===== config.mk =====
export PLATFORM = sky130hd
export DESIGN_NAME = layer_compositor
export DESIGN_NICKNAME = d
export VERILOG_FILES = /design/src/rtl/layer_compositor.sv
export SDC_FILE = /design/constraint.sdc
export NUM_CORES = 1
export LEC_CHECK = 0
export CELL_PAD_IN_SITES_DETAIL_PLACEMENT = 1
export CELL_PAD_IN_SITES_GLOBAL_PLACEMENT = 2
export CORE_MARGIN = 2
export CORE_UTILIZATION = 29
export CTS_BUF_LIST = sky130_fd_sc_hd__clkbuf_16
export CTS_CLUSTER_SIZE = 25
export DETAILED_ROUTE_END_ITERATION = 7
export PLACE_DENSITY_LB_ADDON = 0.1
export SLEW_MARGIN = 20
export SYNTH_ARGS = -nofsm -noshare
export SYNTH_HDL_FRONTEND = slang
export SYNTH_SLANG_ARGS = --single-unit
export TNS_END_PERCENT = 10

===== constraint.sdc =====
create_clock -name Clk -period 2.4 [get_ports Clk]
set_clock_uncertainty 0.1 [all_clocks]
set_input_delay 0.48 -clock Clk [delete_from_list [all_inputs] [get_ports Clk]]
set_output_delay 0.48 -clock Clk [all_outputs]
set_load 0.02 [all_outputs]

===== src/rtl/layer_compositor.sv =====
// layer_compositor
//   Per-pixel sequencer sharing one combinational palette between stacked
//   sprite layers. On pix_start the layer indices/enables are snapshotted,
//   then presented to the palette one layer per cycle (layer 0 first). The
//   first opaque layer wins; if none is opaque the background color wins.
//
// Ports
//   Clk, Reset                    clock, asynchronous active-high reset
//   pix_start                     one-cycle strobe starting a pixel
//   layer_idx[4*NUM_LAYERS-1:0]   color index per layer (layer k at [4k+3:4k])
//   layer_en[NUM_LAYERS-1:0]      per-layer enable (disabled = transparent)
//   pal_color                     index driven to the shared palette
//   pal_transparent, pal_red/green/blue  palette result for pal_color
//   busy                          high while scanning layers
//   pix_valid                     one-cycle pulse, result registers updated
//   Red/Green/Blue                composited color, held until next pix_valid
//   win_layer                     winning layer (0 when bg_hit)
//   bg_hit                        background color won
//   overrun                       pulse when pix_start arrives while busy
//
// Optional build macro COLLISION_DETECT_EN
//   Adds clear_collision input and sticky collision output. When layer 0 is
//   opaque the scan runs through all layers and flags any other opaque layer.
module layer_compositor #(
  parameter int unsigned NUM_LAYERS = 4,
  parameter logic [23:0] BG_RGB     = 24'hF7F7F7
) (
  input  logic                          Clk,
  input  logic                          Reset,
  input  logic                          pix_start,
  input  logic [4*NUM_LAYERS-1:0]       layer_idx,
  input  logic [NUM_LAYERS-1:0]         layer_en,
  output logic [3:0]                    pal_color,
  input  logic                          pal_transparent,
  input  logic [7:0]                    pal_red,
  input  logic [7:0]                    pal_green,
  input  logic [7:0]                    pal_blue,
  output logic                          busy,
  output logic                          pix_valid,
  output logic [7:0]                    Red,
  output logic [7:0]                    Green,
  output logic [7:0]                    Blue,
  output logic [$clog2(NUM_LAYERS)-1:0] win_layer,
  output logic                          bg_hit,
  output logic                          overrun
`ifdef COLLISION_DETECT_EN
  ,
  input  logic                          clear_collision,
  output logic                          collision
`endif
);

  localparam int unsigned WL = $clog2(NUM_LAYERS);
  localparam logic [WL-1:0] LAST = WL'(NUM_LAYERS - 1);

  typedef enum logic [1:0] {
    S_IDLE = 2'd0,
    S_SCAN = 2'd1,
    S_DONE = 2'd2
  } state_t;

  state_t                       state_q, state_d;
  logic [WL-1:0]                k_q, k_d;
  logic [NUM_LAYERS-1:0][3:0]   snap_idx_q, snap_idx_d;
  logic [NUM_LAYERS-1:0]        snap_en_q, snap_en_d;
  logic [23:0]                  rgb_q, rgb_d;
  logic [WL-1:0]                win_q, win_d;
  logic                         bg_q, bg_d;
  logic                         overrun_q, overrun_d;
  logic                         opaque;
  logic                         is_last;

`ifdef COLLISION_DETECT_EN
  // Layer 0 won but the scan continues; its color waits here so the visible
  // result registers only change together with pix_valid.
  logic                         l0_hit_q, l0_hit_d;
  logic [23:0]                  l0_rgb_q, l0_rgb_d;
  logic                         coll_q, coll_d;
  logic                         coll_set;
`endif

  always_comb begin
    state_d    = state_q;
    k_d        = k_q;
    snap_idx_d = snap_idx_q;
    snap_en_d  = snap_en_q;
    rgb_d      = rgb_q;
    win_d      = win_q;
    bg_d       = bg_q;
    overrun_d  = 1'b0;
    pal_color  = 4'h0;
    opaque     = 1'b0;
    is_last    = (k_q == LAST);
`ifdef COLLISION_DETECT_EN
    l0_hit_d   = l0_hit_q;
    l0_rgb_d   = l0_rgb_q;
    coll_set   = 1'b0;
`endif

    unique case (state_q)
      S_IDLE, S_DONE: begin
        if (pix_start) begin
          snap_idx_d = layer_idx;
          snap_en_d  = layer_en;
          k_d        = '0;
          state_d    = S_SCAN;
`ifdef COLLISION_DETECT_EN
          l0_hit_d   = 1'b0;
`endif
        end else begin
          state_d = S_IDLE;
        end
      end

      S_SCAN: begin
        pal_color = snap_idx_q[k_q];
        opaque    = snap_en_q[k_q] & ~pal_transparent;
        overrun_d = pix_start;
`ifdef COLLISION_DETECT_EN
        if (l0_hit_q) begin
          coll_set = opaque;
          if (is_last) begin
            rgb_d   = l0_rgb_q;
            win_d   = '0;
            bg_d    = 1'b0;
            state_d = S_DONE;
          end else begin
            k_d = k_q + WL'(1);
          end
        end else if (opaque) begin
          if (k_q == '0) begin
            l0_hit_d = 1'b1;
            l0_rgb_d = {pal_red, pal_green, pal_blue};
            k_d      = k_q + WL'(1);
          end else begin
            rgb_d   = {pal_red, pal_green, pal_blue};
            win_d   = k_q;
            bg_d    = 1'b0;
            state_d = S_DONE;
          end
        end else if (is_last) begin
          rgb_d   = BG_RGB;
          win_d   = '0;
          bg_d    = 1'b1;
          state_d = S_DONE;
        end else begin
          k_d = k_q + WL'(1);
        end
`else
        if (opaque) begin
          rgb_d   = {pal_red, pal_green, pal_blue};
          win_d   = k_q;
          bg_d    = 1'b0;
          state_d = S_DONE;
        end else if (is_last) begin
          rgb_d   = BG_RGB;
          win_d   = '0;
          bg_d    = 1'b1;
          state_d = S_DONE;
        end else begin
          k_d = k_q + WL'(1);
        end
`endif
      end

      default: state_d = S_IDLE;
    endcase

`ifdef COLLISION_DETECT_EN
    // Clear has priority over a set in the same cycle.
    coll_d = clear_collision ? 1'b0 : (coll_q | coll_set);
`endif
  end

  always_ff @(posedge Clk or posedge Reset) begin
    if (Reset) begin
      state_q    <= S_IDLE;
      k_q        <= '0;
      snap_idx_q <= '0;
      snap_en_q  <= '0;
      rgb_q      <= '0;
      win_q      <= '0;
      bg_q       <= 1'b0;
      overrun_q  <= 1'b0;
`ifdef COLLISION_DETECT_EN
      l0_hit_q   <= 1'b0;
      l0_rgb_q   <= '0;
      coll_q     <= 1'b0;
`endif
    end else begin
      state_q    <= state_d;
      k_q        <= k_d;
      snap_idx_q <= snap_idx_d;
      snap_en_q  <= snap_en_d;
      rgb_q      <= rgb_d;
      win_q      <= win_d;
      bg_q       <= bg_d;
      overrun_q  <= overrun_d;
`ifdef COLLISION_DETECT_EN
      l0_hit_q   <= l0_hit_d;
      l0_rgb_q   <= l0_rgb_d;
      coll_q     <= coll_d;
`endif
    end
  end

  assign busy      = (state_q == S_SCAN);
  assign pix_valid = (state_q == S_DONE);
  assign Red       = rgb_q[23:16];
  assign Green     = rgb_q[15:8];
  assign Blue      = rgb_q[7:0];
  assign win_layer = win_q;
  assign bg_hit    = bg_q;
  assign overrun   = overrun_q;
`ifdef COLLISION_DETECT_EN
  assign collision = coll_q;
`endif

endmodule

==> reports/metrics.cfg, run 1 <==
[finish]
final_area_um2 = 3260
final_nets = 281
utilization_pct = 44.7
drive_above_1_share_pct = 19.3
area_growth_pct = 48.9
fin_cells = 332
diodes = 0

[clock_tree]
hold_buffers = 0
clk_latency_ns = 0.28
numClockSinks = 52
clock_path_buffers = 2
numCtsBuffers = 5
cts_tree = yes
clkTransAtPathRegs_ns = 0.07
ctsHtreeMaxLevel = 2
cts_setup_buffers = 0
cts_root_buf = clkbuf_16

[power]
powerDensity_nw_per_um2 = 1350
ir_drop_v = 0.000441
power_w = 0.00440
power.leakage_nw = 1.33

[drt]
routed_via_density = 4.52
drt_wl_total_mm = 5.19
drc = 0
drt_iter0_markers = 25
ant_nets = 0
wl_per_cell_um = 15.6
num_vias = 1499
dr.pass1.iters = 4

[floorplanning]
design.die.area_um2 = 8260
die_w_um = 90.9
rows = 31
io_pins = 82
core_um2 = 7290
die_y_um = 90.9
start_util_pct = 30.0

[timing]
setup-violations-final = 0
fin_crit_sh_pct = 97.4
tightest_slew_ns = 0.391
rsz0062_at_grt = no
finalSetupTns_ns = 0
layout_min_cycle_time_ns = 2.34
hold_viol_final = 0
drv_slew = 0
slew_headroom_pct = 73.9
fmax_ghz = 0.428

[synth]
yosys_register_bits = 52
ys_seq_area_share_pct = 59.4
synth_warnings = 0
ys_types = 26
synth_fp_nets = 193
syn_inst = 144
postSynthAreaPerCell_um2 = 15.2
synth_edf_count = 0
synthArstFlopShare_pct = 100
syn_area_um2 = 2190
yosys_most_used_dff = dfrtp_1

[grt]
overflow = 0
grt_pass1_vias = 1690
grt_max_degree = 24
grt_pass1_wl_mm = 8.76
antenna_found_initial = 0
grt.total_usage_pct = 13.4

[worst_setup_path]
required_ns = 1.82
r2r_end = rgb_q[18]
r2r_setup_slack_ns = 0.58
reg2reg_depth = 6
worst_path_max_delay_cell = mux4_1
regToRegStartpoint = k_q[0]
endpoint_kind = output port
critical_path_class = flip-flop to output port
startpoint_type = flip-flop
max_stage_delay_ns = 0.55
crit_chain = mux4_1 > and2_1 > dlygate4sd2_1
crit_fanout = 5
crit_start = k_q[0]
arrival_ns = 1.76
crit_end = pal_color[2]

[placement]
dp.final_hpwl_mm = 3.98
portBuffers = 81
gp_congestion = 0.744
postPlaceCellArea_um2 = 3120
placed_cells = 324

[worst_hold_path]
hp-class = input port to async pin

[run]
cap_violations = 0

[outcome]
status = complete, no violations

through the flow:
| stage | hold slack (ns) | setup WS (ns) |
|---|---|---|
| final | 0.391 | 0.0616 |
| after floorplan | 0.372 | 0.562 |
| after global routing | 0.408 | 0.00235 |
| after CTS | 0.394 | 0.00689 |
| after detailed placement | 0.379 | 0.0208 |
| after global placement | 0.373 | 0.0366 |
kinds of logic after synthesis:
kind of cell,count (synthesis),synth area share (%)
adder cells (fa/ha/maj),1,0.571
AND/OR/NAND/NOR,16,4.97
buffers and inverters,15,4.80
multiplexers,28,17.6
flip-flops,52,59.4
AO/OA/AOI/OAI,32,12.6
metal layers:
metal  track usage (%)  part of all wire [%]  vias up
met5                 0                     0        -
met4              4.17                   1.3        0
met3              3.76                   4.7        4
met2              23.1                    52       39
met1              16.3                    42      756
li1                  -                     -      700
worst min path at each step:
stage	depth (start not counted)	slack [ns]	to	from
floorplan	1	0.37	snap_idx_q[5]	snap_idx_q[5]
global placement	1	0.37	rgb_q[17]	rgb_q[17]
detailed placement	1	0.38	rgb_q[15]	rgb_q[15]
CTS	1	0.39	rgb_q[15]	rgb_q[15]
global route	1	0.41	rgb_q[15]	rgb_q[15]
finish	2	0.39	snap_idx_q[5]	Reset
flip-flops by register name, summed over array words and instances, names as in the netlist:
signal      flops
rgb_q          24
snap_idx_q     16
snap_en_q       4
k_q             2
state_q         2
win_layer       2
bg_hit          1
overrun         1
critical path, delay by kind of cell, from the launching register on:
family | cells | cell delay, ns
muxes | 1 | 0.55
DFF | 1 | 0.45
buffers and inverters | 1 | 0.31
and+or+nand+nor | 1 | 0.16
placed cells by master (no fill, tap or decap), types with 3 or more instances in the layout:
master / instances
clkdlybuf4s50_1: 77
o2bb2ai_1: 3
dfrtp_1: 51
buf_4: 7
nor2_1: 3
and2_1: 5
mux2_2: 20
inv_1: 6
mux2_4: 3
mux4_1: 4
o22a_1: 21
clkbuf_16: 5
synth_stat cells, drive strengths merged (2+ instances only):
master   instances  share of area (%)
a21oi            4                1.9
and2             5                1.4
buf              7                3.0
dfrtp           52                 59
inv              7                1.2
mux2            23                 12
mux4             4                4.8
nand2b           2               0.57
nor2             3               0.51
nor2b            2               0.57
o21ai            2               0.46
o22a            21                8.4
o2bb2ai          3                1.2
power breakdown:
part           total, W  internal [W]  switching, W
Combinational   0.00218       0.00116       0.00102
Clock          0.000680      0.000379      0.000301
Sequential      0.00154       0.00130      0.000236
Total           0.00440       0.00285       0.00155
area by class of cell:
class | instances | area [um2]
clock buffer | 5 | 125
clock inverter | 3 | 15.0
fill | 784 | 4030
inverter | 7 | 26.3
multi-input combinational | 77 | 786
sequential | 52 | 1300
tap | 99 | 124
timing repair buffer | 89 | 881
repair_timing:
action | CTS | global route
hold endpoints to repair | 0 | 0
endpoints found under the setup margin | 4 | 3
resized for setup | 5 | 3
No activity file was read; power rests on OpenSTA's default activity.
==> run 2: changes to the inputs <==
--- a/config.mk
+++ b/config.mk
@@ -13,7 +13,8 @@
 export CTS_CLUSTER_SIZE = 25
 export DETAILED_ROUTE_END_ITERATION = 7
 export PLACE_DENSITY_LB_ADDON = 0.1
-export SLEW_MARGIN = 20
+export RECOVER_POWER = 100
+export SLEW_MARGIN = 40
 export SYNTH_ARGS = -nofsm -noshare
 export SYNTH_HDL_FRONTEND = slang
 export SYNTH_SLANG_ARGS = --single-unit
==> reports/metrics.cfg, run 2 (synthesis results as in run 1) <==
[outcome]
status = complete, no violations

[worst_hold_path]
hold_start = rgb_q[10]
hp-class = flip-flop to flip-flop
hold_depth = 1
holdPathEnd = rgb_q[10]

[placement]
portBuffers = 81  ; unchanged
gp_congestion = 0.744  ; unchanged
placed_cells = 324  ; unchanged
dp.final_hpwl_mm = 3.98  ; unchanged

[floorplanning]
design.die.area_um2 = 8260  ; unchanged
die_w_um = 90.9  ; unchanged
core_um2 = 7290  ; unchanged
die_y_um = 90.9  ; unchanged
rows = 31  ; unchanged
start_util_pct = 30.0  ; unchanged
io_pins = 82  ; unchanged

[finish]
fillCellCount = 792  ; +1.0%
regMostFlops = rgb_q
final_nets = 281  ; unchanged
largest_reg_flops = 24  ; unchanged
diodes = 0  ; unchanged
final_cell_mix = dfrtp_1, clkdlybuf4s50_1, dlygate4sd3_1, o22a_1, mux2_2
drive_above_1_share_pct = 16.3  ; -3.0 points
area_growth_pct = 46.9
fin_cells = 332  ; unchanged
utilization_pct = 44.1  ; -0.60 points
final_common_cell = dfrtp_1
largest_registers = rgb_q: 24 flops, snap_idx_q: 16 flops, snap_en_q: 4 flops

[worst_setup_path]
crit_fanout = 5  ; unchanged
regToRegStartpoint = k_q[0]
r2r_setup_slack_ns = 0.33  ; -0.25 ns
reg2reg_depth = 6  ; unchanged
critical_path_class = flip-flop to output port
startpoint_type = flip-flop
arrival_ns = 1.76  ; about the same
required_ns = 1.82  ; about the same
r2r_end = rgb_q[18]
endpoint_kind = output port

[timing]
fin_crit_sh_pct = 97.3  ; -0.099 points
finalSetupTns_ns = 0  ; unchanged
drv_slew = 0  ; unchanged
layout_min_cycle_time_ns = 2.34  ; -0.00237 ns
slew_headroom_pct = 53.2  ; -21 points
rsz0062_at_grt = no
setup-violations-final = 0  ; unchanged
hold_viol_final = 0  ; unchanged
tightest_slew_ns = 0.703  ; +0.311 ns
hold_ws_ns = 0.387  ; -0.00447 ns
fmax_ghz = 0.428  ; +0.10%

[clock_tree]
ctsHtreeMaxLevel = 2  ; unchanged
clk_latency_ns = 0.28  ; about the same
cts_tree = yes
cts_setup_buffers = 0  ; unchanged
numCtsBuffers = 5  ; unchanged
numClockSinks = 52  ; unchanged
clock_path_buffers = 2  ; unchanged
cts_root_buf = clkbuf_16
clkTransAtPathRegs_ns = 0.07  ; about the same

[grt]
grt.total_usage_pct = 13.4  ; unchanged
antenna_found_initial = 0  ; unchanged
overflow = 0  ; unchanged
grt_pass1_wl_mm = 8.76  ; unchanged
grt_pass1_vias = 1690  ; unchanged
grt_max_degree = 24  ; unchanged

[power]
powerDensity_nw_per_um2 = 1310  ; -2.6%
power.leakage_nw = 1.31  ; -1.7%
ir_drop_v = 0.000430  ; -2.5%

[run]
cap_violations = 0  ; unchanged

[drt]
drc = 0  ; unchanged
routed_via_density = 4.50  ; -0.27%
ant_nets = 0  ; unchanged
drt_wl_total_mm = 5.17  ; -0.42%
drt_iter0_markers = 24  ; -4.0%
dr.pass1.iters = 4  ; unchanged
wl_per_cell_um = 15.6  ; -0.42%
num_vias = 1495  ; -0.27%

run 2: cell count changes in the layout (fill, tap and decap cells not counted), sizes merged:
cell,delta
buf,-4
clkbuf,+4
clkdlybuf4s50,-32
dlygate4sd3,+32
run 2: how the worst max path moves through the flow:
stage,cells after the start,from,endpoint,slack [ns]
floorplan,1,Reset,bg_hit,0.56
global placement,3,k_q[0],pal_color[1],0.04
detailed placement,3,k_q[0],pal_color[3],0.02
CTS,3,k_q[0],pal_color[1],0.007
global route,3,k_q[0],pal_color[1],0.003
finish,3,k_q[0],pal_color[1],0.06
run 2: routing by layer:
metal  up-vias  wire length [um]  global-route usage [%]
met3         4               235                    3.76
li1        701                 -                       -
met4         0                68                    4.17
met5         -                 0                       0
met2        39              2690                    23.1
met1       751              2180                    16.3
run 2: area by class of cell:
cell class | count | area [um2] | area share (%)
Multi-Input combinational cell | 77 | 754 | 23.5
Sequential cell | 52 | 1300 | 40.5
Tap cell | 99 | 124 | 3.85
Clock inverter | 3 | 15.0 | 0.467
Inverter | 7 | 26.3 | 0.817
Timing Repair Buffer | 89 | 868 | 27.0
Clock buffer | 5 | 125 | 3.89
run 2: through the flow:
step | worst slack, ns | cell area (um2) | power (W)
final | 0.0639 | 3220 | 0.00422
after global routing | 0.00324 | 3220 | 0.00451
after CTS | 0.00689 | 3260 | 0.00447
after detailed placement | 0.0208 | 3120 | 0.00380
after global placement | 0.0366 | 3120 | 0.00371
after floorplan | 0.562 | 2190 | 0.00288
run 2: repair_timing:
| item | CTS | global route |
|---|---|---|
| gates resized for setup | 5 | 3 |
| cloned | 0 | 0 |
| hold buffers | 0 | 0 |
| endpoints found under the setup margin | 4 | 3 |
run 2: critical path, stage by stage (launching register included):
cell and delay, ns:
dfrtp_2 0.45, mux4_1 0.56, and2_1 0.18, clkdlybuf4s15_1 0.29
run 2: report_power, final:
part	internal [W]	switching [W]	leakage (nW)	total, W
clock network	0.000379	0.000301	0.0687	0.000681
logic	0.00104	0.000981	0.646	0.00202
registers	0.00130	0.000226	0.596	0.00153
==> run 3: changes to the inputs <==
--- a/config.mk
+++ b/config.mk
@@ -7,7 +7,7 @@
 export LEC_CHECK = 0
 export CELL_PAD_IN_SITES_DETAIL_PLACEMENT = 1
 export CELL_PAD_IN_SITES_GLOBAL_PLACEMENT = 2
-export CORE_MARGIN = 2
+export CORE_MARGIN = 8
 export CORE_UTILIZATION = 29
 export CTS_BUF_LIST = sky130_fd_sc_hd__clkbuf_16
 export CTS_CLUSTER_SIZE = 25
==> reports/metrics.cfg, run 3 (synthesis results as in run 1) <==
[outcome]
status = complete, no violations

[power]
p_comb_share_pct = 46.6  ; -1.1 points
p_seq_share_pct = 35.3  ; -0.9 points
power.switching_w = 0.00151  ; +0.13%
power.leakage_nw = 1.32  ; +0.70%
p_sw_share_pct = 35.1  ; -0.64 points
power_w = 0.00431  ; +2.0%
intPower_w = 0.00280  ; +3.0%
powerDensity_nw_per_um2 = 1330  ; +1.5%
clkPwrFrac_pct = 18.1  ; +2.0 points
ir_drop_v = 0.000387  ; -10%

[grt]
grt_pass1_wl_mm = 9.20  ; +5.1%
grt_max_degree = 27  ; +13%
antenna_found_initial = 0  ; unchanged
grt_pass1_vias = 1782  ; +5.4%
grt.total_usage_pct = 11.2  ; -2.2 points
overflow = 0  ; unchanged

[floorplanning]
io_pins = 82  ; unchanged
rows = 31  ; unchanged
core_um2 = 7290  ; unchanged
die_y_um = 103  ; +13%
design.die.area_um2 = 10600  ; +28%
start_util_pct = 30.0  ; unchanged
die_w_um = 103  ; +13%

[worst_setup_path]
reg2reg_depth = 6  ; unchanged
critPathBufInv = 1  ; unchanged
crit_fanout = 6  ; +1
worst_path_max_delay_cell = mux4_1
required_ns = 1.82  ; about the same
arrival_ns = 1.76  ; about the same
crit_chain = mux4_1 > and2_1 > dlygate4sd2_1
max_stage_delay_ns = 0.55  ; about the same
r2r_end = rgb_q[23]
path_delay_family = multiplexers
regToRegStartpoint = k_q[1]
crit_start = k_q[0]
endpoint_kind = output port
crit_cells = 3  ; unchanged
critical_path_class = flip-flop to output port
startpoint_type = flip-flop
r2r_setup_slack_ns = 0.13  ; -0.20 ns

[finish]
largest_reg_flops = 24  ; unchanged
final_nets = 281  ; unchanged
largest_registers = rgb_q: 24 flops, snap_idx_q: 16 flops, snap_en_q: 4 flops
final_area_um2 = 3230  ; +0.47%
area_growth_pct = 47.5
fillCellCount = 773  ; -2.4%
diodes = 0  ; unchanged
regMostFlops = rgb_q
drive_above_1_share_pct = 15.9  ; -0.43 points
final_common_cell = dfrtp_1
final_cell_mix = dfrtp_1, clkdlybuf4s50_1, dlygate4sd3_1, o22a_1, mux2_2

[clock_tree]
clk_latency_ns = 0.28  ; about the same
numClockSinks = 52  ; unchanged
cts_setup_buffers = 0  ; unchanged
clock_path_buffers = 2  ; unchanged
ctsHtreeMaxLevel = 2  ; unchanged
ctsResizeCount = 5  ; unchanged
hold_buffers = 0  ; unchanged
clkTransAtPathRegs_ns = 0.07  ; about the same
numCtsBuffers = 5  ; unchanged
cts_root_buf = clkbuf_16
cts_tree = yes

[placement]
gp_congestion = 0.726  ; -2.4%
postPlaceCellArea_um2 = 3120  ; unchanged
portBuffers = 81  ; unchanged
dp.final_hpwl_mm = 4.39  ; +10%

[timing]
setup-violations-final = 0  ; unchanged
hold_ws_ns = 0.389  ; +0.00193 ns
fmax_ghz = 0.428  ; about the same
tightest_slew_ns = 1.42  ; +0.719 ns
finalSetupTns_ns = 0  ; unchanged
drv_slew = 0  ; unchanged
rsz0062_at_grt = no
hold_viol_final = 0  ; unchanged
slew_headroom_pct = 5.22  ; -48 points
fin_crit_sh_pct = 97.4  ; about the same
layout_min_cycle_time_ns = 2.34  ; +0.00201 ns

[worst_hold_path]
hold_start = rgb_q[10]
hold_depth = 1  ; unchanged
holdPathEnd = rgb_q[10]
hp-class = flip-flop to flip-flop

[drt]
routed_via_density = 4.49  ; -0.27%
num_vias = 1491  ; -0.27%
drt_iter0_markers = 26  ; +8.3%
wl_per_cell_um = 16.8  ; +8.2%
drc = 0  ; unchanged
dr.pass1.iters = 3  ; -1
drt_wl_total_mm = 5.59  ; +8.2%
ant_nets = 0  ; unchanged

[run]
cap_violations = 0  ; unchanged

==> run 3: metrics by stage <==
stage,utilization [%],setup WS (ns),std cells
2_1_floorplan,-,0.562,144
3_5_place_dp,42.8,0.0383,324
6_report,44.3,0.0619,332
4_1_cts,45.0,0.0269,332
3_3_place_gp,42.8,0.0345,324
5_1_grt,44.3,0.00104,332
==> run 3: final cells by class <==
| type | count | area [um2] | area share [%] |
|---|---|---|---|
| clock buffer | 5 | 125 | 3.87 |
| clock inverter | 3 | 38.8 | 1.20 |
| inverter | 7 | 26.3 | 0.813 |
| multi-input combinational | 77 | 759 | 23.5 |
| sequential | 52 | 1300 | 40.3 |
| tap | 99 | 124 | 3.83 |
| timing repair buffer | 89 | 855 | 26.5 |
==> run 3: power groups by stage <==
stage          clock network [W]  registers [W]  logic (W)
6_report                0.000781        0.00152    0.00201
4_1_cts                 0.000810        0.00154    0.00223
3_5_place_dp                   0        0.00156    0.00225
5_1_grt                 0.000843        0.00159    0.00218
3_3_place_gp                   0        0.00152    0.00220
2_1_floorplan                  0        0.00174    0.00114
==> run 3: worst max path at each step <==
stage	end	slack (ns)
CTS	pal_color[1]	0.03
detailed placement	pal_color[1]	0.04
global placement	pal_color[1]	0.03
finish	pal_color[3]	0.06
floorplan	bg_hit	0.56
global route	pal_color[1]	0.001
==> run 3: worst reg2reg max path, cell delays in order, from the launching register on <==
cell	delay, ns
dfrtp_1	0.39
buf_4	0.18
mux2_1	0.36
a21oi_1	0.37
a21oi_4	0.09
clkbuf_2	0.36
o22a_1	0.30
==> run 3: metal layers <==
layer / up-vias / part of all wire [%] / wire [um] / track usage [%]
li1: 698 / - / - / -
met1: 753 / 37 / 2090 / 12.3
met2: 38 / 55 / 3080 / 20.2
met3: 2 / 7.2 / 401 / 4.05
met4: 0 / 0.29 / 16 / 2.34
met5: - / 0 / 0 / 0
